$ cat config.mk
export PLATFORM = sky130hd
export DESIGN_NAME = mch_playback_unit_flat
export DESIGN_NICKNAME = d
export VERILOG_FILES = /design/src/rtl/mch_playback_unit_if.sv /design/src/rtl/mch_playback_unit.sv /design/src/flat_wrapper.sv
export SDC_FILE = /design/constraint.sdc
export NUM_CORES = 1
export LEC_CHECK = 0
export CELL_PAD_IN_SITES_DETAIL_PLACEMENT = 0
export CELL_PAD_IN_SITES_GLOBAL_PLACEMENT = 1
export CORE_MARGIN = 2
export CORE_UTILIZATION = 45
export CTS_BUF_LIST = sky130_fd_sc_hd__clkbuf_8
export CTS_CLUSTER_DIAMETER = 100
export CTS_CLUSTER_SIZE = 14
export DETAILED_ROUTE_END_ITERATION = 8
export DONT_BUFFER_PORTS = 1
export PLACE_DENSITY_LB_ADDON = 0.1
export SLEW_MARGIN = 20
export SYNTH_ARGS = -nofsm -noshare
export SYNTH_HDL_FRONTEND = slang
export SYNTH_SLANG_ARGS = --single-unit
$ cat constraint.sdc
create_clock -name clk -period 1.9 [get_ports clk]
set_input_delay 0.19 -clock clk [delete_from_list [all_inputs] [get_ports clk]]
set_output_delay 0.19 -clock clk [all_outputs]
set_load 0.03 [all_outputs]
$ cat src/rtl/mch_playback_unit_if.sv
// mch_playback_unit_if: single-port block-RAM bus between the playback unit
// (master) and the pattern RAM (slave). douta has one cycle of read latency.
interface mch_playback_unit_if #(
   parameter int N_ADDR_BITS = 20,
   parameter int N_CH        = 8
);
   logic [N_ADDR_BITS-1:0] addra;
   logic [N_CH-1:0]        dina;
   logic [N_CH-1:0]        douta;
   logic                   wea;

   modport master (
      output addra,
      output dina,
      output wea,
      input  douta
   );

   modport slave (
      input  addra,
      input  dina,
      input  wea,
      output douta
   );
endinterface

$ cat src/rtl/mch_playback_unit.sv
// mch_playback_unit: stores an N_CH-wide pattern in external block RAM and
// replays it on N_CH parallel outputs between programmable start and stop
// addresses, one sample per tick strobe, with loop, wrap-around, per-channel
// masking and idle levels.
// Optional feature: define MCH_PLAYBACK_LOOP_COUNT_EN to bound looping to
// loop_count+1 passes (loop_count=0 keeps looping until playback_en drops).
module mch_playback_unit #(
   parameter int N_ADDR_BITS   = 20,
   parameter int DEPTH         = 1048576,
   parameter int N_CH          = 8,
   parameter int LOOP_CNT_BITS = 16
) (
   input  logic                     clk,
   input  logic                     reset_n,
   input  logic                     tick,
   input  logic                     mode,
   input  logic [N_ADDR_BITS-1:0]   addr_in,
   input  logic                     set_start,
   input  logic                     set_stop,
   input  logic                     w_ram,
   input  logic [N_CH-1:0]          din,
   input  logic                     playback_en,
   input  logic                     loop,
   input  logic [LOOP_CNT_BITS-1:0] loop_count,
   input  logic [N_CH-1:0]          ch_mask,
   input  logic [N_CH-1:0]          idle_level,
   output logic [N_CH-1:0]          ch_out,
   output logic                     busy,
   output logic                     playback_done,
   mch_playback_unit_if.master      ram
);

   typedef enum logic [1:0] {
      S_IDLE  = 2'd0,
      S_PRIME = 2'd1,
      S_RUN   = 2'd2,
      S_DONE  = 2'd3
   } state_t;

   // Highest valid RAM word; addresses wrap from here back to zero.
   localparam logic [N_ADDR_BITS-1:0] LAST_ADDR = N_ADDR_BITS'(DEPTH - 1);

   state_t                 state_q, state_d;
   logic [N_ADDR_BITS-1:0] start_addr_q, start_addr_d;
   logic [N_ADDR_BITS-1:0] stop_addr_q, stop_addr_d;
   logic [N_ADDR_BITS-1:0] wptr_q, wptr_d;
   logic [N_ADDR_BITS-1:0] addra_q, addra_d;
   logic [N_CH-1:0]        dina_q, dina_d;
   logic [N_CH-1:0]        ch_out_q, ch_out_d;
   logic                   wea_q, wea_d;
   logic                   en_q, en_d;
   logic                   repeat_ok;
   logic [N_CH-1:0]        ch_sample;

`ifdef MCH_PLAYBACK_LOOP_COUNT_EN
   logic [LOOP_CNT_BITS-1:0] loop_cnt_q, loop_cnt_d;
   logic                     loop_inf_q, loop_inf_d;
`else
   // Without the bounded-loop feature the count operand has no function.
   logic unused_loop_count;
   assign unused_loop_count = ^loop_count;
`endif

   // Address successor with explicit wrap, so non-power-of-two depths work.
   function automatic logic [N_ADDR_BITS-1:0] next_addr(input logic [N_ADDR_BITS-1:0] a);
      return (a == LAST_ADDR) ? '0 : a + N_ADDR_BITS'(1);
   endfunction

   // Next-state, RAM-port and channel-output logic for the playback FSM.
   always_comb begin
      // NOTE: every signal written here gets a default first, so no path through
      // the case statement can leave one unassigned and infer a latch.
      state_d      = state_q;
      start_addr_d = start_addr_q;
      stop_addr_d  = stop_addr_q;
      wptr_d       = wptr_q;
      addra_d      = addra_q;
      dina_d       = dina_q;
      wea_d        = 1'b0;
      ch_out_d     = ch_out_q;
      en_d         = playback_en;
      ch_sample    = (ram.douta & ch_mask) | (idle_level & ~ch_mask);
`ifdef MCH_PLAYBACK_LOOP_COUNT_EN
      loop_cnt_d   = loop_cnt_q;
      loop_inf_d   = loop_inf_q;
      repeat_ok    = loop & (loop_inf_q | (loop_cnt_q != '0));
`else
      repeat_ok    = loop;
`endif

      unique case (state_q)
         S_IDLE: begin
            ch_out_d = idle_level;
            if (set_stop) begin
               stop_addr_d = addr_in;
            end
            if (!mode && w_ram) begin
               // The write goes to the pointer as it stood at the request.
               wea_d   = 1'b1;
               addra_d = wptr_q;
               dina_d  = din;
               wptr_d  = next_addr(wptr_q);
            end else if (mode && playback_en && !en_q) begin
               state_d = S_PRIME;
               addra_d = start_addr_q;
`ifdef MCH_PLAYBACK_LOOP_COUNT_EN
               loop_cnt_d = loop_count;
               loop_inf_d = (loop_count == '0);
`endif
            end
            // A new start address also re-bases the load pointer.
            if (set_start) begin
               start_addr_d = addr_in;
               wptr_d       = addr_in;
            end
         end

         S_PRIME: begin
            // One cycle for the RAM to present the start word; tick is ignored.
            ch_out_d = idle_level;
            state_d  = playback_en ? S_RUN : S_IDLE;
         end

         S_RUN: begin
            if (!playback_en) begin
               // Abort beats a coincident tick: no sample is emitted.
               state_d  = S_IDLE;
               ch_out_d = idle_level;
            end else if (tick) begin
               ch_out_d = ch_sample;
               if (addra_q != stop_addr_q) begin
                  addra_d = next_addr(addra_q);
               end else if (repeat_ok) begin
                  addra_d = start_addr_q;
`ifdef MCH_PLAYBACK_LOOP_COUNT_EN
                  if (!loop_inf_q) begin
                     loop_cnt_d = loop_cnt_q - LOOP_CNT_BITS'(1);
                  end
`endif
               end else begin
                  state_d = S_DONE;
               end
            end
         end

         S_DONE: begin
            ch_out_d = idle_level;
            if (!playback_en) begin
               state_d = S_IDLE;
            end
         end

         default: begin
            state_d = S_IDLE;
         end
      endcase
   end

   // State and datapath registers, cleared asynchronously by reset_n.
   always_ff @(posedge clk or negedge reset_n) begin
      if (!reset_n) begin
         state_q      <= S_IDLE;
         start_addr_q <= '0;
         stop_addr_q  <= '0;
         wptr_q       <= '0;
         addra_q      <= '0;
         dina_q       <= '0;
         wea_q        <= 1'b0;
         ch_out_q     <= '0;
         en_q         <= 1'b0;
      end else begin
         // NOTE: non-blocking assignments make every register here update from
         // the same pre-edge values, independent of statement order.
         state_q      <= state_d;
         start_addr_q <= start_addr_d;
         stop_addr_q  <= stop_addr_d;
         wptr_q       <= wptr_d;
         addra_q      <= addra_d;
         dina_q       <= dina_d;
         wea_q        <= wea_d;
         ch_out_q     <= ch_out_d;
         en_q         <= en_d;
      end
   end

`ifdef MCH_PLAYBACK_LOOP_COUNT_EN
   // Remaining extra passes and the endless-loop flag captured at start.
   always_ff @(posedge clk or negedge reset_n) begin
      if (!reset_n) begin
         loop_cnt_q <= '0;
         loop_inf_q <= 1'b0;
      end else begin
         loop_cnt_q <= loop_cnt_d;
         loop_inf_q <= loop_inf_d;
      end
   end
`endif

   assign ch_out        = ch_out_q;
   assign busy          = (state_q == S_PRIME) || (state_q == S_RUN);
   assign playback_done = (state_q == S_DONE);
   assign ram.addra     = addra_q;
   assign ram.dina      = dina_q;
   assign ram.wea       = wea_q;

endmodule

$ cat src/flat_wrapper.sv
// flat-port wrapper written by rule: the top's interface ports become plain ports
module mch_playback_unit_flat 
#(
   parameter int N_ADDR_BITS   = 20,
   parameter int DEPTH         = 1048576,
   parameter int N_CH          = 8,
   parameter int LOOP_CNT_BITS = 16
)
  (clk, reset_n, tick, mode, addr_in, set_start, set_stop, w_ram, din, playback_en, loop, loop_count, ch_mask, idle_level, ch_out, busy, playback_done, ram_addra, ram_dina, ram_wea, ram_douta);
  mch_playback_unit_if #(.N_ADDR_BITS(N_ADDR_BITS), .N_CH(N_CH)) ram_i ();
  input  logic clk;
  input  logic reset_n;
  input  logic tick;
  input  logic mode;
  input  logic [N_ADDR_BITS-1:0] addr_in;
  input  logic set_start;
  input  logic set_stop;
  input  logic w_ram;
  input  logic [N_CH-1:0] din;
  input  logic playback_en;
  input  logic loop;
  input  logic [LOOP_CNT_BITS-1:0] loop_count;
  input  logic [N_CH-1:0] ch_mask;
  input  logic [N_CH-1:0] idle_level;
  output logic [N_CH-1:0] ch_out;
  output logic busy;
  output logic playback_done;
  output wire logic [$bits(ram_i.addra)-1:0] ram_addra;
  output wire logic [$bits(ram_i.dina)-1:0] ram_dina;
  output wire logic [$bits(ram_i.wea)-1:0] ram_wea;
  input wire logic [$bits(ram_i.douta)-1:0] ram_douta;
  assign ram_addra = ram_i.addra;
  assign ram_dina = ram_i.dina;
  assign ram_wea = ram_i.wea;
  assign ram_i.douta = ram_douta;
  mch_playback_unit #(.N_ADDR_BITS(N_ADDR_BITS), .DEPTH(DEPTH), .N_CH(N_CH), .LOOP_CNT_BITS(LOOP_CNT_BITS)) u_core (.clk(clk), .reset_n(reset_n), .tick(tick), .mode(mode), .addr_in(addr_in), .set_start(set_start), .set_stop(set_stop), .w_ram(w_ram), .din(din), .playback_en(playback_en), .loop(loop), .loop_count(loop_count), .ch_mask(ch_mask), .idle_level(idle_level), .ch_out(ch_out), .busy(busy), .playback_done(playback_done), .ram(ram_i));
endmodule
==> results.sh, run 1 <==
export IMPL_clockBufferDepth=2
export IMPL_synth_top_cell_by_area="dfrtp_1"
export IMPL_irDropWorstVdd_v=0.000794
export IMPL_final_area_mm2=0.00836
export IMPL_synth_most_common_cell="dfrtp_1"
export IMPL_grt_ovfl_total=0
export IMPL_setup_violations_final=24
export IMPL_core_area_mm2=0.0127
export IMPL_syn_inst=623
export IMPL_tightest_slew_ps=452
export IMPL_wl_um=19800
export IMPL_grt_setup_unrepaired="yes"
export IMPL_die_area_mm2=0.0141
export IMPL_synth_async_reset_ratio_pct=100
export IMPL_max_freq_mhz=493
export IMPL_clk_pin_slew_ps=100
export IMPL_synthSimpleGateAreaFrac_pct=19.7
export IMPL_die_h_um=119
export IMPL_p_total_mw=13.1
export IMPL_postSynthAreaPerCell_um2=9.49
export IMPL_dp_hpwl_um=13500
export IMPL_startpoint="u_core.stop_addr_q[16]$_DFFE_PN0P_"
export IMPL_crit_path_end_kind="flop"
export IMPL_min_period_ps=2030
export IMPL_hold_path_class="primary input to async pin"
export IMPL_p_leak_nw=3.46
export IMPL_htreeDepth=3
export IMPL_drive_gt1_share_pct=41.3
export IMPL_rows=41
export IMPL_root_buffer="clkbuf_8"
export IMPL_drtIter0Drc=384
export IMPL_critPathTopFamily="simple AND/OR/NAND/NOR gates"
export IMPL_start_kind="flop"
export IMPL_numPortBuffers=0
export IMPL_grt_pass1_vias=5364
export IMPL_pre_cts_slack_ps=-209
export IMPL_synth_top_family_by_area="simple AND/OR/NAND/NOR gates"
export IMPL_ant_nets=0
export IMPL_syn_area_mm2=0.00591
export IMPL_clk_latency_ps=390
export IMPL_synthDistinctLibCells=69
export IMPL_hold_slack_ps=-520
export IMPL_synthTopCellsByArea="dfrtp_1 (42%), mux2_2 (9.1%), nand2_1 (4.3%)"
export IMPL_grt_max_degree=101
export IMPL_ys_seq_area_share_pct=42.3
export IMPL_synth_top_area_share_pct=42.3
export IMPL_slew_violations=0
export IMPL_grt_pass1_wl_um=29700
export IMPL_max_stage_delay_ps=420
export IMPL_cap_violations=0
export IMPL_violations="hold timing, setup timing"
export IMPL_synth_nets=707
export IMPL_start_util_pct=46.5
export IMPL_die_w_um=119
export IMPL_syn_to_final_growth_pct=41.4
export IMPL_synthAdderAreaFrac_pct=1.48
export IMPL_synth_area_mux_share_pct=10.7
export IMPL_slowest_stage="dfrtp_1"
export IMPL_status="finished, violations left"
export IMPL_period_share_pct=107
export IMPL_worst_path_buf_inv=1
export IMPL_vias=5694
export IMPL_cts_sinks=100
export IMPL_setup_ws_ps=-128
export IMPL_ys_flop_type="dfrtp_1"
export IMPL_cp_max_fo=9
export IMPL_synth_edf_count=0
export IMPL_fillers=1042
export IMPL_synth_common_cells="dfrtp_1 (100), nand2_1 (68), a21oi_1 (49), mux2_2 (48), nor2_1 (42)"
export IMPL_viasPerCell=5.94
export IMPL_antenna_found_initial=1
export IMPL_cts_buffers=9
export IMPL_wire_per_inst_um=20.6
export IMPL_gp_congestion=0.913
export IMPL_finalHoldViolCount=105
export IMPL_cp_arrival_ps=2300
export IMPL_finClkSkew_ps=9.29
export IMPL_final_core_util_pct=65.7
export IMPL_power_density_mw_per_mm2=1560
export IMPL_synth_xor_area_share_pct=4.15
export IMPL_required_ps=2170
export IMPL_ys_seq_elements=100
export IMPL_io_pins=116
export IMPL_slew_headroom_pct=69.6
export IMPL_placed_area_mm2=0.00684
export IMPL_drcViolationCount=0
export IMPL_track_usage_pct=26.9
export IMPL_fin_nets=864
export IMPL_crit_chain="xnor2_2 -> nand4_1 -> nor3_4 -> buf_6 -> nand2_8 -> or3_1 -> a32o_1"
export IMPL_yosysWarningCount=0
export IMPL_cts_hold_buf=39
export IMPL_first_pass_iters=7
export IMPL_synth_compound_area_share_pct=17.3
export IMPL_cts_tree="built"
export IMPL_crit_type="flop to flop"
export IMPL_timing_rr_start="u_core.stop_addr_q[16]$_DFFE_PN0P_"
==> logic make-up after synthesis <==
family,after synthesis
xor+xnor,28
buf+inv,53
compound gates,158
mux,57
simple gates,220
flops,100
fa+ha+maj,7
==> routing by layer <==
layer | wire, um | GRT usage (%) | part of all wire, % | vias to the layer above
met5 | 0 | 0 | 0 | -
met4 | 434 | 6.92 | 2.2 | 0
met3 | 1240 | 5.12 | 6.3 | 32
met2 | 9370 | 41.9 | 47 | 210
met1 | 8740 | 38.5 | 44 | 2846
li1 | - | - | - | 2606
==> worst paths after layout <==
kind	endpoint	slack, ps	cells after the start
setup / recovery	u_core.ram.addra[8]$_DFFE_PN0P_	-130	7
hold / removal	u_core.ram.addra[14]$_DFFE_PN0P_	-520	0
setup reg to reg	u_core.ram.addra[8]$_DFFE_PN0P_	-130	7
hold reg to reg	u_core.stop_addr_q[0]$_DFFE_PN0P_	540	1
max in group asynchronous	u_core.ram.addra[9]$_DFFE_PN0P_	2240	0
min in group clk	u_core.wptr_q[17]$_DFFE_PN0P_	0	2
==> sequential cells by signal (all words and copies together), names as in the netlist <==
signal and flops:
u_core.ram.wea 1, u_core.ram.dina 8, u_core.ram.addra 20, u_core.stop_addr_q 20, u_core.wptr_q 20, u_core.en_q 1, u_core.ch_out 8, u_core.state_q 2
u_core.start_addr_q 20
==> layout by cell type, fill, tap and decap left out, types with 7 or more instances in the layout <==
cell type        n
o21ai_0         10
and3_1           7
dfrtp_1         85
a21oi_1         37
dfrtp_2         15
nand2_1         62
o21ai_1         21
xnor2_1         17
o22ai_1         10
nand3_1         20
mux2_2          48
mux2i_1          8
clkbuf_8        11
nand2b_1         8
buf_4          118
o211ai_1        14
nand4_1         10
dlygate4sd3_1   39
a21oi_2         11
inv_1            7
xnor2_2          7
nor2_1          35
buf_6           26
==> cell type report <==
class / count / area, um^2 / area share (%)
Multi-Input combinational cell: 470 / 3660 / 43.8
Sequential cell: 100 / 2520 / 30.2
Timing Repair Buffer: 187 / 1650 / 19.7
Tap cell: 172 / 215 / 2.57
Clock buffer: 11 / 151 / 1.81
Clock inverter: 5 / 108 / 1.29
Inverter: 12 / 51.3 / 0.614
Antenna cell: 1 / 2.50 / 0.0299
==> metrics by stage <==
stage / instances / TNS, ps
2_1_floorplan: 623 / -635
6_report: 958 / -1130
5_1_grt: 958 / -3340
3_3_place_gp: 863 / -1130
4_1_cts: 941 / -647
3_5_place_dp: 863 / -2490
==> timing repair <==
action | 4_1_cts | 5_1_grt
pin swaps | 14 | 32
setup endpoints to repair | 24 | 39
hold endpoints to repair | 162 | 100
setup buffers | 22 | 15
cloned | 1 | 1
gates resized for setup | 51 | 94
==> power breakdown <==
part | total [mW] | switching, mW | internal, mW
Combinational | 6.95 | 3.51 | 3.44
Sequential | 4.36 | 1.22 | 3.14
Clock | 1.75 | 0.797 | 0.952
Total | 13.1 | 5.52 | 7.54
Note: power is estimated with default switching activity, not from simulation.
==> run 2: changes to the inputs <==
==> constraint.sdc (replaced) <==
create_clock -name clk -period 1.7 [get_ports clk]
set_input_delay 0.17 -clock clk [delete_from_list [all_inputs] [get_ports clk]]
set_output_delay 0.17 -clock clk [all_outputs]
set_load 0.03 [all_outputs]
==> run 2 against run 1 <==
Against the previous run:
- the run still ends with hold timing, setup timing left
- largest power group unchanged
- fmax down 1.8%
- worst hold slack worse by 23 ps
- final cell count is 0.63% higher
- power grew 8.0%
==> results.sh, run 2 (synthesis results as in run 1) <==
export IMPL_status="finished, violations left"
export IMPL_violations="hold timing, setup timing"
export IMPL_grt_max_degree=101
export IMPL_cp_num_cells=7
export IMPL_io_pins=116
export IMPL_die_h_um=119
export IMPL_cp_endpoint="u_core.ram.addra[17]$_DFFE_PN0P_"
export IMPL_core_area_mm2=0.0127
export IMPL_setup_violations_final=38
export IMPL_drcViolationCount=0
export IMPL_crit_path_end_kind="flop"
export IMPL_max_freq_mhz=484
export IMPL_p_leak_nw=3.44
export IMPL_wire_per_inst_um=20.6
export IMPL_gp_congestion=0.857
export IMPL_max_stage_delay_ps=460
export IMPL_ant_nets=0
export IMPL_clk_pin_slew_ps=110
export IMPL_drtIter0Drc=425
export IMPL_finClkSkew_ps=10.2
export IMPL_hold_path_class="primary input to async pin"
export IMPL_cts_sinks=100
export IMPL_vias=5630
export IMPL_final_core_util_pct=65.2
export IMPL_period_share_pct=121
export IMPL_placed_cells=873
export IMPL_fin_cells=964
export IMPL_pre_cts_slack_ps=-584
export IMPL_final_common_cell="buf_4"
export IMPL_cts_buffers=9
export IMPL_wl_um=19900
export IMPL_cp_max_fo=5
export IMPL_grt_pass1_wl_um=31200
export IMPL_timing_rr_start="u_core.ram.addra[14]$_DFFE_PN0P_"
export IMPL_grt_ovfl_total=0
export IMPL_cts_tree="built"
export IMPL_slew_violations=0
export IMPL_tightest_slew_ps=734
export IMPL_r2r_end="u_core.ram.addra[17]$_DFFE_PN0P_"
export IMPL_fillers=1057
export IMPL_cp_arrival_ps=2350
export IMPL_cap_violations=0
export IMPL_crit_chain="xnor2_4 -> nand4_1 -> nor3_4 -> a41o_1 -> buf_4 -> a21oi_1 -> o221a_2"
export IMPL_start_util_pct=46.5
export IMPL_critPathTopFamily="compound AO/OA/AOI/OAI gates"
export IMPL_clk_latency_ps=390
export IMPL_htreeDepth=3
export IMPL_dp_hpwl_um=14000
export IMPL_numPortBuffers=0
export IMPL_die_w_um=119
export IMPL_drive_gt1_share_pct=39.6
export IMPL_grt_pass1_vias=5555
export IMPL_worst_path_buf_inv=1
export IMPL_reg2reg_depth=7
export IMPL_rows=41
export IMPL_viasPerCell=5.84
export IMPL_min_period_ps=2060
export IMPL_cts_hold_buf=47
export IMPL_slew_headroom_pct=50.9
export IMPL_mostFrequentLayoutCells="buf_4 (122), dfrtp_1 (81), nand2_1 (60), mux2_2 (48), dlygate4sd3_1 (47)"
export IMPL_start_kind="flop"
export IMPL_startpoint="u_core.ram.addra[14]$_DFFE_PN0P_"
export IMPL_clockBufferDepth=2
export IMPL_track_usage_pct=28.4
export IMPL_hold_slack_ps=-544
export IMPL_die_area_mm2=0.0141
export IMPL_slowest_stage="dfrtp_2"
export IMPL_p_total_mw=14.1
export IMPL_first_pass_iters=5
export IMPL_antenna_found_initial=1
export IMPL_irDropWorstVdd_v=0.00101
export IMPL_root_buffer="clkbuf_8"
export IMPL_regToRegSetupSlack_ps=-360
export IMPL_required_ps=1980
export IMPL_crit_type="flop to flop"
export IMPL_syn_to_final_growth_pct=40.2
export IMPL_setup_ws_ps=-364
export IMPL_finalHoldViolCount=100
export IMPL_power_density_mw_per_mm2=1700
export IMPL_grt_setup_unrepaired="yes"
export IMPL_fin_nets=870
export IMPL_tns_ps=-7460
-- run 2: per-layer routing --
| layer | track usage [%] | wire length (um) | up-vias | part of all wire [%] |
|---|---|---|---|---|
| li1 | - | - | 2626 | - |
| met1 | 41.3 | 9390 | 2824 | 47 |
| met4 | 7.74 | 293 | 0 | 1.5 |
| met2 | 43.6 | 9090 | 160 | 46 |
| met5 | 0 | 0 | - | 0 |
| met3 | 5.07 | 1130 | 20 | 5.7 |
-- run 2: where the power goes --
group          internal [mW]  total, mW  switching [mW]
logic                   3.83       7.78            3.95
clock network          0.553       1.49           0.936
registers               3.52       4.84            1.33
total                   7.90       14.1            6.21
-- run 2: cell type report --
cell class / instances / area, um^2 / area share, %
diodes: 1 / 2.50 / 0.0302
clock buffers: 9 / 124 / 1.49
clock inverters: 7 / 58.8 / 0.709
inverters: 12 / 50.0 / 0.604
multi-input cells: 473 / 3660 / 44.1
flip-flops and latches: 100 / 2530 / 30.5
well taps: 172 / 215 / 2.60
repair buffers: 189 / 1650 / 19.9
repair inverters: 1 / 7.51 / 0.0906
-- run 2: repair_timing --
action                                 CTS  global route
cloned                                   3             1
endpoints found under the hold margin  172           100
setup endpoints to repair               39            75
pin swaps                               23            24
gates resized for setup                 51            49
setup buffers                           11            12
-- run 2: worst min path at each step --
stage / startpoint / endpoint
floorplan: reset_n / u_core.ch_out[0]$_DFFE_PN0N_
global placement: reset_n / u_core.ram.addra[9]$_DFFE_PN0P_
detailed placement: reset_n / u_core.ram.addra[7]$_DFFE_PN0P_
CTS: reset_n / u_core.ram.addra[7]$_DFFE_PN0P_
global route: reset_n / u_core.ram.addra[4]$_DFFE_PN0P_
finish: reset_n / u_core.ram.addra[4]$_DFFE_PN0P_
-- run 2: metrics by stage --
stage          hold WS (ps)  cell area, um^2
2_1_floorplan          -126             6140
3_3_place_gp           -119             7010
3_5_place_dp           -121             7010
4_1_cts                -554             8000
5_1_grt                -552             8290
6_report               -544             8290
==> run 3: changes to the inputs <==
--- a/config.mk
+++ b/config.mk
@@ -14,7 +14,7 @@
 export CTS_CLUSTER_SIZE = 14
 export DETAILED_ROUTE_END_ITERATION = 8
 export DONT_BUFFER_PORTS = 1
-export PLACE_DENSITY_LB_ADDON = 0.1
+export PLACE_DENSITY = 0.74
 export SLEW_MARGIN = 20
 export SYNTH_ARGS = -nofsm -noshare
 export SYNTH_HDL_FRONTEND = slang
==> run 3 against run 2 <==
Against the previous run:
- the run still ends with hold timing, setup timing left
- clock skew grew 0.88 ps
- count of clock-buffer cells in the layout rose by 2
- die area unchanged
==> results.sh, run 3 (synthesis results as in run 1) <==
export IMPL_cap_violations=0
export IMPL_seq_area_mm2=0.00252
export IMPL_grt_met2_usage_pct=43.6
export IMPL_grt_ovfl_total=0
export IMPL_clk_latency_ps=380
export IMPL_cp_arrival_ps=2300
export IMPL_max_freq_mhz=494
export IMPL_start_util_pct=46.5
export IMPL_crit_type="flop to flop"
export IMPL_final_area_mm2=0.00835
export IMPL_cts_hold_buf=47
export IMPL_syn_to_final_growth_pct=41.3
export IMPL_start_kind="flop"
export IMPL_grt_use_met3_pct=5.26
export IMPL_grt_pass1_vias=5579
export IMPL_status="finished, violations left"
export IMPL_clk_pin_slew_ps=100
export IMPL_hold_slack_ps=-527
export IMPL_period_share_pct=119
export IMPL_wire_per_inst_um=21.2
export IMPL_grt_busiest_layer="met2"
export IMPL_drcViolationCount=0
export IMPL_placed_cells=870
export IMPL_path_common_cell="buf_4"
export IMPL_p_total_mw=14.3
export IMPL_min_period_ps=2020
export IMPL_multi_input_area_mm2=0.00366
export IMPL_fin_cells=959
export IMPL_violations="hold timing, setup timing"
export IMPL_cp_max_fo=6
export IMPL_numPortBuffers=0
export IMPL_finalHoldViolCount=100
export IMPL_final_core_util_pct=65.7
export IMPL_tightest_slew_ps=688
export IMPL_first_pass_iters=6
export IMPL_setup_violations_final=34
export IMPL_irDropWorstVdd_v=0.000936
export IMPL_crit_path_end_kind="flop"
export IMPL_io_pins=116
export IMPL_tns_ps=-6180
export IMPL_hold_path_class="primary input to async pin"
export IMPL_wl_um=20400
export IMPL_vias=5669
export IMPL_fillers=1069
export IMPL_p_leak_nw=3.48
export IMPL_finClkSkew_ps=11.1
export IMPL_viasPerCell=5.91
export IMPL_setup_ws_ps=-323
export IMPL_antenna_found_initial=0
export IMPL_required_ps=1980
export IMPL_ant_nets=0
export IMPL_cts_sinks=100
export IMPL_reg2reg_depth=8
export IMPL_drive_gt1_share_pct=38.9
export IMPL_placed_area_mm2=0.00703
export IMPL_slowest_stage="dfrtp_1"
export IMPL_track_usage_pct=28.1
export IMPL_fin_nets=865
export IMPL_die_w_um=119
export IMPL_rows=41
export IMPL_die_area_mm2=0.0141
export IMPL_crit_chain="xnor2_1 -> nand4_1 -> nor2_4 -> buf_4 -> a41o_1 -> buf_4 -> a21oi_1 -> o221a_2"
export IMPL_cts_tree="built"
export IMPL_grt_pass1_wl_um=31100
export IMPL_drtIter0Drc=464
export IMPL_mostFrequentLayoutCells="buf_4 (108), dfrtp_1 (82), nand2_1 (61), mux2_2 (48), dlygate4sd3_1 (47)"
export IMPL_grt_max_degree=101
export IMPL_max_stage_delay_ps=450
export IMPL_slew_violations=0
export IMPL_root_buffer="clkbuf_8"
export IMPL_dp_hpwl_um=13500
export IMPL_htreeDepth=3
export IMPL_pre_cts_slack_ps=-371
export IMPL_clockBufferDepth=2
export IMPL_core_area_mm2=0.0127
export IMPL_die_h_um=119
export IMPL_grtUsageMet1_pct=40.3
export IMPL_cts_buffers=9
export IMPL_final_common_cell="buf_4"
export IMPL_power_density_mw_per_mm2=1710
export IMPL_gp_congestion=0.884
export IMPL_grt_setup_unrepaired="yes"
export IMPL_slew_headroom_pct=54.0
-- run 3: path summary, 6_finish.rpt --
check | start | end | slack (ps)
min reg2reg | u_core.stop_addr_q[10]$_DFFE_PN0P_ | u_core.stop_addr_q[10]$_DFFE_PN0P_ | 530
min in group clk | set_start | u_core.wptr_q[11]$_DFFE_PN0P_ | 20
max in group asynchronous | reset_n | u_core.wptr_q[1]$_DFFE_PN0P_ | 2030
min | reset_n | u_core.ram.addra[9]$_DFFE_PN0P_ | -530
max | u_core.ram.addra[19]$_DFFE_PN0P_ | u_core.ram.addra[17]$_DFFE_PN0P_ | -320
max reg2reg | u_core.ram.addra[19]$_DFFE_PN0P_ | u_core.ram.addra[17]$_DFFE_PN0P_ | -320
-- run 3: cell type report --
type,count,area share (%)
multi-input cells,473,43.8
flip-flops and latches,100,30.2
repair buffers,185,20.2
well taps,172,2.58
clock buffers,11,1.81
clock inverters,5,0.704
inverters,12,0.599
diodes,1,0.0300
-- run 3: report_power, final --
part | switching, mW | internal [mW]
sequential | 1.25 | 3.52
combinational | 4.03 | 3.84
clock | 0.883 | 0.768
total | 6.16 | 8.13
-- run 3: per-layer routing --
metal	wire length [um]	vias up	part of all wire, %
li1	-	2628	-
met1	9110	2804	45
met2	9570	205	47
met3	1330	32	6.5
met4	340	0	1.7
met5	0	-	0
-- run 3: repair_timing --
| action | 4_1_cts | 5_1_grt |
|---|---|---|
| setup buffers | 14 | 11 |
| hold endpoints to repair | 172 | 100 |
| resized for setup | 51 | 60 |
| endpoints found under the setup margin | 38 | 63 |
| cloned | 3 | 2 |
| pin swaps | 14 | 30 |
-- run 3: critical path: cells and delay by family (launching register included) --
| kind | cells | cell delay [ps] |
|---|---|---|
| AOI/OAI and AO/OA | 3 | 550 |
| DFF | 1 | 450 |
| and+or+nand+nor | 2 | 410 |
| buffers and inverters | 2 | 330 |
| xor gates and xnor gates | 1 | 190 |
